===== config.mk =====
export PLATFORM = sky130hd
export DESIGN_NAME = grf_wb_arbiter
export DESIGN_NICKNAME = d
export VERILOG_FILES = /design/src/rtl/mips_pkg.sv /design/src/rtl/wb_fifo.sv /design/src/rtl/grf_wb_arbiter.sv
export SDC_FILE = /design/constraint.sdc
export NUM_CORES = 1
export LEC_CHECK = 0
export CAP_MARGIN = 25
export CORE_UTILIZATION = 54
export DETAILED_ROUTE_END_ITERATION = 16
export GPL_TIMING_DRIVEN = 0
export PLACE_DENSITY_LB_ADDON = 0.08
export SYNTH_ARGS = -nofsm -noshare
export SYNTH_HDL_FRONTEND = slang
export SYNTH_SLANG_ARGS = --single-unit

===== constraint.sdc =====
create_clock -name clk -period 3.8 [get_ports clk]
set_input_delay 0.76 -clock clk [delete_from_list [all_inputs] [get_ports clk]]
set_output_delay 0.76 -clock clk [all_outputs]
set_load 0.01 [all_outputs]

===== src/rtl/mips_pkg.sv =====
`default_nettype none
// ============================================================================
// Module  : mips_pkg
// Brief   : Shared widths, register-zero constant and write-back entry layout.
// Revision: 1.0
// ============================================================================
package mips_pkg;

    localparam int REG_AW = 5;
    localparam int DATA_W = 32;

    localparam logic [REG_AW-1:0] REG_ZERO = 5'd0;

    // {wa, wd, pc} = 69 bits, wa in the top bits
    typedef struct packed {
        logic [REG_AW-1:0] wa;
        logic [DATA_W-1:0] wd;
        logic [DATA_W-1:0] pc;
    } wb_entry_t;

    localparam int ENTRY_W = $bits(wb_entry_t);

endpackage
`default_nettype wire


===== src/rtl/wb_fifo.sv =====
`default_nettype none
// ============================================================================
// Module  : wb_fifo
// Brief   : MDU result FIFO with occupancy-masked view of every slot's wa.
// Revision: 1.0
// ============================================================================
module wb_fifo
    import mips_pkg::*;
#(
    parameter int DEPTH = 4,
    localparam int PW = $clog2(DEPTH),
    localparam int CW = PW + 1
) (
    input  logic                    clk,
    input  logic                    reset,
    input  logic                    push,
    input  wb_entry_t               push_entry,
    input  logic                    pop,
    output wb_entry_t               head,
    output logic [CW-1:0]           count,
    output logic [DEPTH*REG_AW-1:0] wa_flat
);

    wb_entry_t     mem_q [DEPTH];
    wb_entry_t     mem_d [DEPTH];
    logic [PW-1:0] wr_ptr_q, wr_ptr_d;
    logic [PW-1:0] rd_ptr_q, rd_ptr_d;
    logic [CW-1:0] count_q, count_d;

    logic push_ok;
    logic pop_ok;

    assign push_ok = push && (count_q < CW'(DEPTH));
    assign pop_ok  = pop && (count_q != '0);

    // Power-of-two depth lets the pointers wrap by plain overflow.
    always_comb begin
        mem_d    = mem_q;
        wr_ptr_d = wr_ptr_q;
        rd_ptr_d = rd_ptr_q;
        if (push_ok) begin
            mem_d[wr_ptr_q] = push_entry;
            wr_ptr_d        = wr_ptr_q + PW'(1);
        end
        if (pop_ok) begin
            rd_ptr_d = rd_ptr_q + PW'(1);
        end
        count_d = count_q + CW'(push_ok) - CW'(pop_ok);
    end

    always_ff @(posedge clk or negedge reset) begin
        if (!reset) begin
            mem_q    <= '{default: '0};
            wr_ptr_q <= '0;
            rd_ptr_q <= '0;
            count_q  <= '0;
        end else begin
            mem_q    <= mem_d;
            wr_ptr_q <= wr_ptr_d;
            rd_ptr_q <= rd_ptr_d;
            count_q  <= count_d;
        end
    end

    assign head  = mem_q[rd_ptr_q];
    assign count = count_q;

    // Unoccupied slots report REG_ZERO so stale data never looks busy.
    for (genvar gi = 0; gi < DEPTH; gi++) begin : g_slot
        logic [PW-1:0] slot_off;
        assign slot_off = PW'(gi) - rd_ptr_q;
        assign wa_flat[gi*REG_AW +: REG_AW] =
            ({1'b0, slot_off} < count_q) ? mem_q[gi].wa : REG_ZERO;
    end

endmodule
`default_nettype wire


===== src/rtl/grf_wb_arbiter.sv =====
`default_nettype none
// ============================================================================
// Module  : grf_wb_arbiter
// Brief   : Merges W-stage writes and queued MDU results onto the GRF port.
// Revision: 1.0
// ============================================================================
module grf_wb_arbiter
    import mips_pkg::*;
#(
    parameter int DEPTH = 4
) (
    input  logic                  clk,
    input  logic                  reset,
    input  logic                  w_we,
    input  logic [REG_AW-1:0]     w_wa,
    input  logic [DATA_W-1:0]     w_wd,
    input  logic [DATA_W-1:0]     w_pc,
    input  logic                  m_valid,
    output logic                  m_ready,
    input  logic [REG_AW-1:0]     m_wa,
    input  logic [DATA_W-1:0]     m_wd,
    input  logic [DATA_W-1:0]     m_pc,
    output logic [REG_AW-1:0]     grf_wa,
    output logic [DATA_W-1:0]     grf_wd,
    output logic [DATA_W-1:0]     grf_pc,
    input  logic [REG_AW-1:0]     q_a1,
    input  logic [REG_AW-1:0]     q_a2,
    output logic                  q_busy1,
    output logic                  q_busy2,
    output logic [$clog2(DEPTH):0] fifo_count
);

    localparam int CW = $clog2(DEPTH) + 1;

    logic                    w_write;
    logic                    fifo_push;
    logic                    fifo_pop;
    wb_entry_t               push_entry;
    wb_entry_t               head;
    logic [CW-1:0]           count;
    logic [DEPTH*REG_AW-1:0] wa_flat;

    assign w_write    = w_we && (w_wa != REG_ZERO);
    assign m_ready    = (count < CW'(DEPTH));
    // Zero-destination results complete the handshake but are dropped.
    assign fifo_push  = m_valid && m_ready && (m_wa != REG_ZERO);
    assign push_entry = '{wa: m_wa, wd: m_wd, pc: m_pc};
    assign fifo_count = count;

    wb_fifo #(
        .DEPTH (DEPTH)
    ) u_fifo (
        .clk        (clk),
        .reset      (reset),
        .push       (fifo_push),
        .push_entry (push_entry),
        .pop        (fifo_pop),
        .head       (head),
        .count      (count),
        .wa_flat    (wa_flat)
    );

    // W stage wins outright; the FIFO head only drains in W-stage bubbles.
    always_comb begin
        grf_wa   = REG_ZERO;
        grf_wd   = '0;
        grf_pc   = '0;
        fifo_pop = 1'b0;
        if (reset) begin
            if (w_write) begin
                grf_wa = w_wa;
                grf_wd = w_wd;
                grf_pc = w_pc;
            end else if (count != '0) begin
                grf_wa   = head.wa;
                grf_wd   = head.wd;
                grf_pc   = head.pc;
                fifo_pop = 1'b1;
            end
        end
    end

    always_comb begin
        q_busy1 = 1'b0;
        q_busy2 = 1'b0;
        for (int i = 0; i < DEPTH; i++) begin
            if ((q_a1 != REG_ZERO) && (wa_flat[i*REG_AW +: REG_AW] == q_a1)) begin
                q_busy1 = 1'b1;
            end
            if ((q_a2 != REG_ZERO) && (wa_flat[i*REG_AW +: REG_AW] == q_a2)) begin
                q_busy2 = 1'b1;
            end
        end
    end

endmodule
`default_nettype wire


[After elaboration in Yosys (flattened, before gate mapping)]
Index checks and enable logic that the tools add are counted.
Operators by class
  add/subtract/negate cells: 8
  $lt $le $gt $ge: 8
  eq/ne operators: 8
  multiplexer cells: 30
  bitwise gates (word level): 2
  reduce and logical (&&, ||, !) cells: 19
Operators by type and width (number)
  276-bit bitwise mux: 1
  69-bit 2-to-1 mux: 3
  32-bit 2-to-1 mux: 6
  69-bit binary-select mux with 2-bit select: 1
  69-bit demux with 2-bit select: 1
  5-bit == test: 8
  5-bit 2-to-1 mux: 7
  5-bit nonzero test: 4
  1-bit logical AND: 14
  2-bit by 3-bit less-than comparator with 1-bit output: 4
  1-bit 2-to-1 mux: 11
  3-bit greater-or-equal comparator (second input constant): 2
  2-bit NOT with 3-bit output: 2
  2-bit by 1-bit adder with 2-bit output (second input constant): 2
  1-bit by 2-bit subtractor with 2-bit output (first input constant): 2
  2-bit subtractor (first input constant): 2
  3-bit by 1-bit adder with 3-bit output: 1
  3-bit by 1-bit less-than comparator with 1-bit output (second input constant): 1
  3-bit less-than comparator (second input constant): 1
  3-bit nonzero test: 1
  3-bit by 1-bit subtractor with 3-bit output: 1
Storage, ports and cells
  register bits after elaboration: 283
  bits of input ports: 152
  output and inout bits: 75

[Logic depth before layout (Yosys ltp)]
  word-level depth: 9
  depth in mapped cells: 11
  mapped depth without buffers: 9

[Modules after synthesis]
From an unflattened synthesis, not the netlist that was laid out.
Second synthesis, totals
  cells, all modules: 918
  area, all modules: 14176.1 µm²
Modules (own cells, without submodules)
  wb_fifo: instances 1, cells an instance 752, area each 12886.1 µm², sequential area each 7081.8 µm²
  grf_wb_arbiter: instances 1, cells an instance 166, area each 1290.0 µm², sequential area each 0.0 µm²

[Worst setup path after synthesis]
OpenSTA, ideal clock, no wires.
  path type: register -> output
  start: register u_fifo.rd_ptr_q[0]
  end: output port q_busy1
  arrival: 2619 ps
  required time: 3040 ps
  path slack: 421 ps
  stages on the path, launching flop included: 11
  cells stage by stage: dfrtp_1 buf_2 buf_1 xnor2_1 ha_1 nor2b_1 a21o_1 o21ai_0 o21ai_0 a22o_1 a221o_1
Between the ends
  longest elaborated chain between the ends: 9
RTL lines
  start: declaration: line wb_fifo.sv:27  | logic [PW-1:0] rd_ptr_q, rd_ptr_d;
  start signal: assignment: line wb_fifo.sv:60  | rd_ptr_q <= rd_ptr_d;
  1-bit by 2-bit subtractor with 2-bit output: line wb_fifo.sv:71  | assign slot_off = PW'(gi) - rd_ptr_q;
  2-bit by 3-bit less-than comparator with 1-bit output: line wb_fifo.sv:73  | ({1'b0, slot_off} < count_q) ? mem_q[gi].wa : REG_ZERO;
  5-bit 2-to-1 mux: line wb_fifo.sv:73
  5-bit == test: line grf_wb_arbiter.sv:87  | if ((q_a1 != REG_ZERO) && (wa_flat[i*REG_AW +: REG_AW] == q_a1)) begin
  1-bit logical AND: line grf_wb_arbiter.sv:87
  1-bit 2-to-1 mux (3 in a row): line grf_wb_arbiter.sv:87
  1-bit 2-to-1 mux (*): line grf_wb_arbiter.sv:87
  end: declaration: line grf_wb_arbiter.sv:28  | output logic q_busy1,
Mark *: on every way between the ends. The rest lies on a longest branch, timed or not.

[Worst setup path after layout]
  start: input port w_wa[1]
  end: output port grf_wd[27]
Between the ends
  longest elaborated chain between the ends: 4
RTL lines
  start: declaration: line grf_wb_arbiter.sv:15  | input logic [REG_AW-1:0] w_wa,
  5-bit nonzero test: line grf_wb_arbiter.sv:43  | assign w_write = w_we && (w_wa != REG_ZERO);
  1-bit logical AND: line grf_wb_arbiter.sv:43
  32-bit 2-to-1 mux: line grf_wb_arbiter.sv:70  | if (w_write) begin
  32-bit 2-to-1 mux: line grf_wb_arbiter.sv:69  | if (reset) begin
  end: declaration: line grf_wb_arbiter.sv:24  | output logic [DATA_W-1:0] grf_wd,
Every way passes these cells.

==> flow_summary.ini <==
[synthesis]
synth_most_common_cell = dfrtp_1
synthAdderAreaFrac = 0.0103
synth_ff_type = dfrtp_1
synth_top_family_by_area = multiplexers
synth.avg_cell_area_um2 = 14.7
synth_common_cells = 283 x dfrtp_1, 244 x mux2_2, 70 x a22o_1
async_flop_share = 1.00
mappedNetlistNets = 1124
yosys_register_bits = 283
yosys-top-cells-area = dfrtp_1 50%, mux2_2 20%, mux4_2 11%
yosys_warnings = 0
synth_area_um2 = 14100
synth-seq-area-share = 0.503
synthCells = 961
synth_xor_area_frac = 0.0180
synthMuxAreaShare = 0.331
netlist.area_leader.share = 0.503
yosys.area_share.simple = 0.0306
synth_top_area_cell = dfrtp_1
synth-edff-count = 0
synth_compound_area_frac = 0.0697
synth.distinct_cells = 53

[timing]
hold_viol = 0
max_slew_margin = 0.478
grt_setup_unrepaired = no
fin_skew_ns = 0.0177
drv_slew = 0
tightest_slew_ns = 0.783
period_minus_slack_ns = 3.73
fin_crit_sh = 0.982
setup_ws_ns = 0.0703
tns_ns = 0
setup_viol = 0
fmax_mhz = 268

[finish]
multiInputGateArea_um2 = 6570
syn_to_final_growth_pct = 29.5
fill_cells = 1763
drive_above_1_share = 0.363
nets = 1391
stdcell_count = 1583
regArea_um2 = 7080
final_area_um2 = 18200

[worst_setup_path]
cp_num_buf_inv = 5
start_kind = primary input
path_class = in2out
cp-end-kind = output port
rr_startpoint = u_fifo.count[2]
cp_cell_sequence = clkdlybuf4s50_1, or4_4, o21ai_4, buf_4, nor2_4, buf_12, clkbuf_8, a22o_1, dlygate4sd2_1
reg2reg_to = u_fifo.count[2]
cp_slowest_cell = or4_4
cpLargestDelayFamily = buffers and inverters
reg2reg_slack_ns = 1.36
cp_slowest_stage_delay_ns = 0.56
worstRegToRegCells = 8
crit_arrival_ns = 2.97
crit_fanout = 10
required_ns = 3.04

[detailed_routing]
dr.pass1.iters = 4
via_per_inst = 5.88
drt-total-wl_um = 33600
vias = 9309
wl_met2_um = 15900
drc = 0
detail-route-antenna-nets = 0
m1WireLength_um = 15200
initialDrtViolationCount = 398
highest_layer = met4
wl_met3_um = 1750
wl_per_cell_um = 21.2

[power_and_ir_drop]
combinationalPowerShare = 0.425
p_clk_frac = 0.214
seqPwrFrac = 0.361
p_sw_frac = 0.311
p_leak_nw = 7.94
intPower_w = 0.0102
netSwitchingPower_w = 0.00461
ir_drop_mv = 0.444
power_density_nw_per_um2 = 813

[floorplan]
ios = 227
initial_core_util = 0.554
die_width_um = 163
die_area_um2 = 26700
core_area_um2 = 25400
num_rows = 58
die_y_um = 163

[clock_network]
hold_buffers = 0
path_clk_slew_ns = 0.06
ctsLongestPathBuffers = 3
cts_num_sinks = 283
cts_tree = done
root_buffer = clkbuf_16
htreeDepth = 1
insertion_delay_ns = 0.56
cts_made_buffers = 30

[min_path]
hp-class = in2async

[flow_run]
drv_cap = 0

[global_route]
antenna_found_initial = 3
grt_pass1_vias = 9679
grt_usage = 0.263
grt_pass1_wl_um = 53800
grt_max_degree = 85
grt_overflow = 0

[placed_design]
dp_hpwl_um = 22600
globalplace.congestion = 0.895
numPortBuffers = 222
dp_cells = 1515
post-place-ws_ns = -1.25
place_area_um2 = 16800

[run_status]
status = finished clean
[cells in the final DEF (no fill, tap or decap), types with 20 or more instances in the layout]
cell type,n
nor2_1,20
dfrtp_1,283
dlygate4sd2_1,61
mux2_1,32
a22o_1,70
buf_4,28
mux4_2,69
mux2_2,244
clkbuf_16,31
clkdlybuf4s50_1,148
clkbuf_1,27
[layer usage]
metal	GRT usage	vias to the layer above
met4	0.0707	0
li1	-	4193
met1	0.376	4837
met5	0	-
met2	0.415	231
met3	0.0470	48
[cell type report]
type                       instances  area share
sequential                       283       0.388
tap                              330      0.0226
timing repair buffer             235       0.130
buffer                            81      0.0367
clock inverter                    20      0.0166
multi-input combinational        587       0.361
clock buffer                      35      0.0428
inverter                          10     0.00206
antenna                            2    0.000275
[worst reg2reg max path, delay by kind of cell, from the launching register on]
kind,cells,cell delay [ns]
flops,1,0.52
compound gates,1,0.45
buf+inv,3,0.36
xor+xnor,1,0.13
fa+ha+maj,3,0.88
[flip-flops by register name (all words and copies together) (netlist names)]
signal / count
u_fifo.rd_ptr_q: 2
u_fifo.count: 3
u_fifo.mem_q: 276
u_fifo.wr_ptr_q: 2
[how the worst max path moves through the flow]
stage,start,to,cells after the start
after floorplan,u_fifo.rd_ptr_q[0],q_busy1,10
after global placement,reset,grf_wd[14],7
after detailed placement,reset,grf_wd[22],8
after CTS,u_fifo.rd_ptr_q[0],q_busy1,11
after global routing,u_fifo.rd_ptr_q[0],q_busy1,12
final,w_wa[1],grf_wd[27],9
[power by group through the flow]
| stage | sequential, W | combinational, W | clock [W] |
|---|---|---|---|
| global placement | 0.00531 | 0.00602 | 0 |
| finish | 0.00536 | 0.00630 | 0.00317 |
| detailed placement | 0.00536 | 0.00616 | 0 |
| global route | 0.00554 | 0.00680 | 0.00335 |
| floorplan | 0.00509 | 0.00453 | 0 |
| CTS | 0.00533 | 0.00622 | 0.00322 |
[per-stage QoR]
step | utilization | total power [W] | hold slack, ns
floorplan | - | 0.00962 | 0.459
global placement | 0.658 | 0.0113 | 0.468
detailed placement | 0.660 | 0.0115 | 0.477
CTS | 0.714 | 0.0148 | 0.0720
global route | 0.718 | 0.0157 | 0.0793
finish | 0.718 | 0.0148 | 0.0806
[cell families (layout without fill, tap and decap cells)]
kind of cell               Yosys count  count (layout)
adders and majority gates           11              11
DFF                                283             283
and+or+nand+nor                     79              79
other                                0               2
muxes                              345             345
buffers and inverters               91             381
AOI/OAI and AO/OA                  123             123
xor gates and xnor gates            29              29
[timing repair]
action                                  CTS  global route
endpoints found under the setup margin   71            19
gates cloned                              3             0
pin swaps                                 2             5
resized for setup                       138            26
setup buffers                             5             3
No activity file was read; power rests on OpenSTA's default activity.
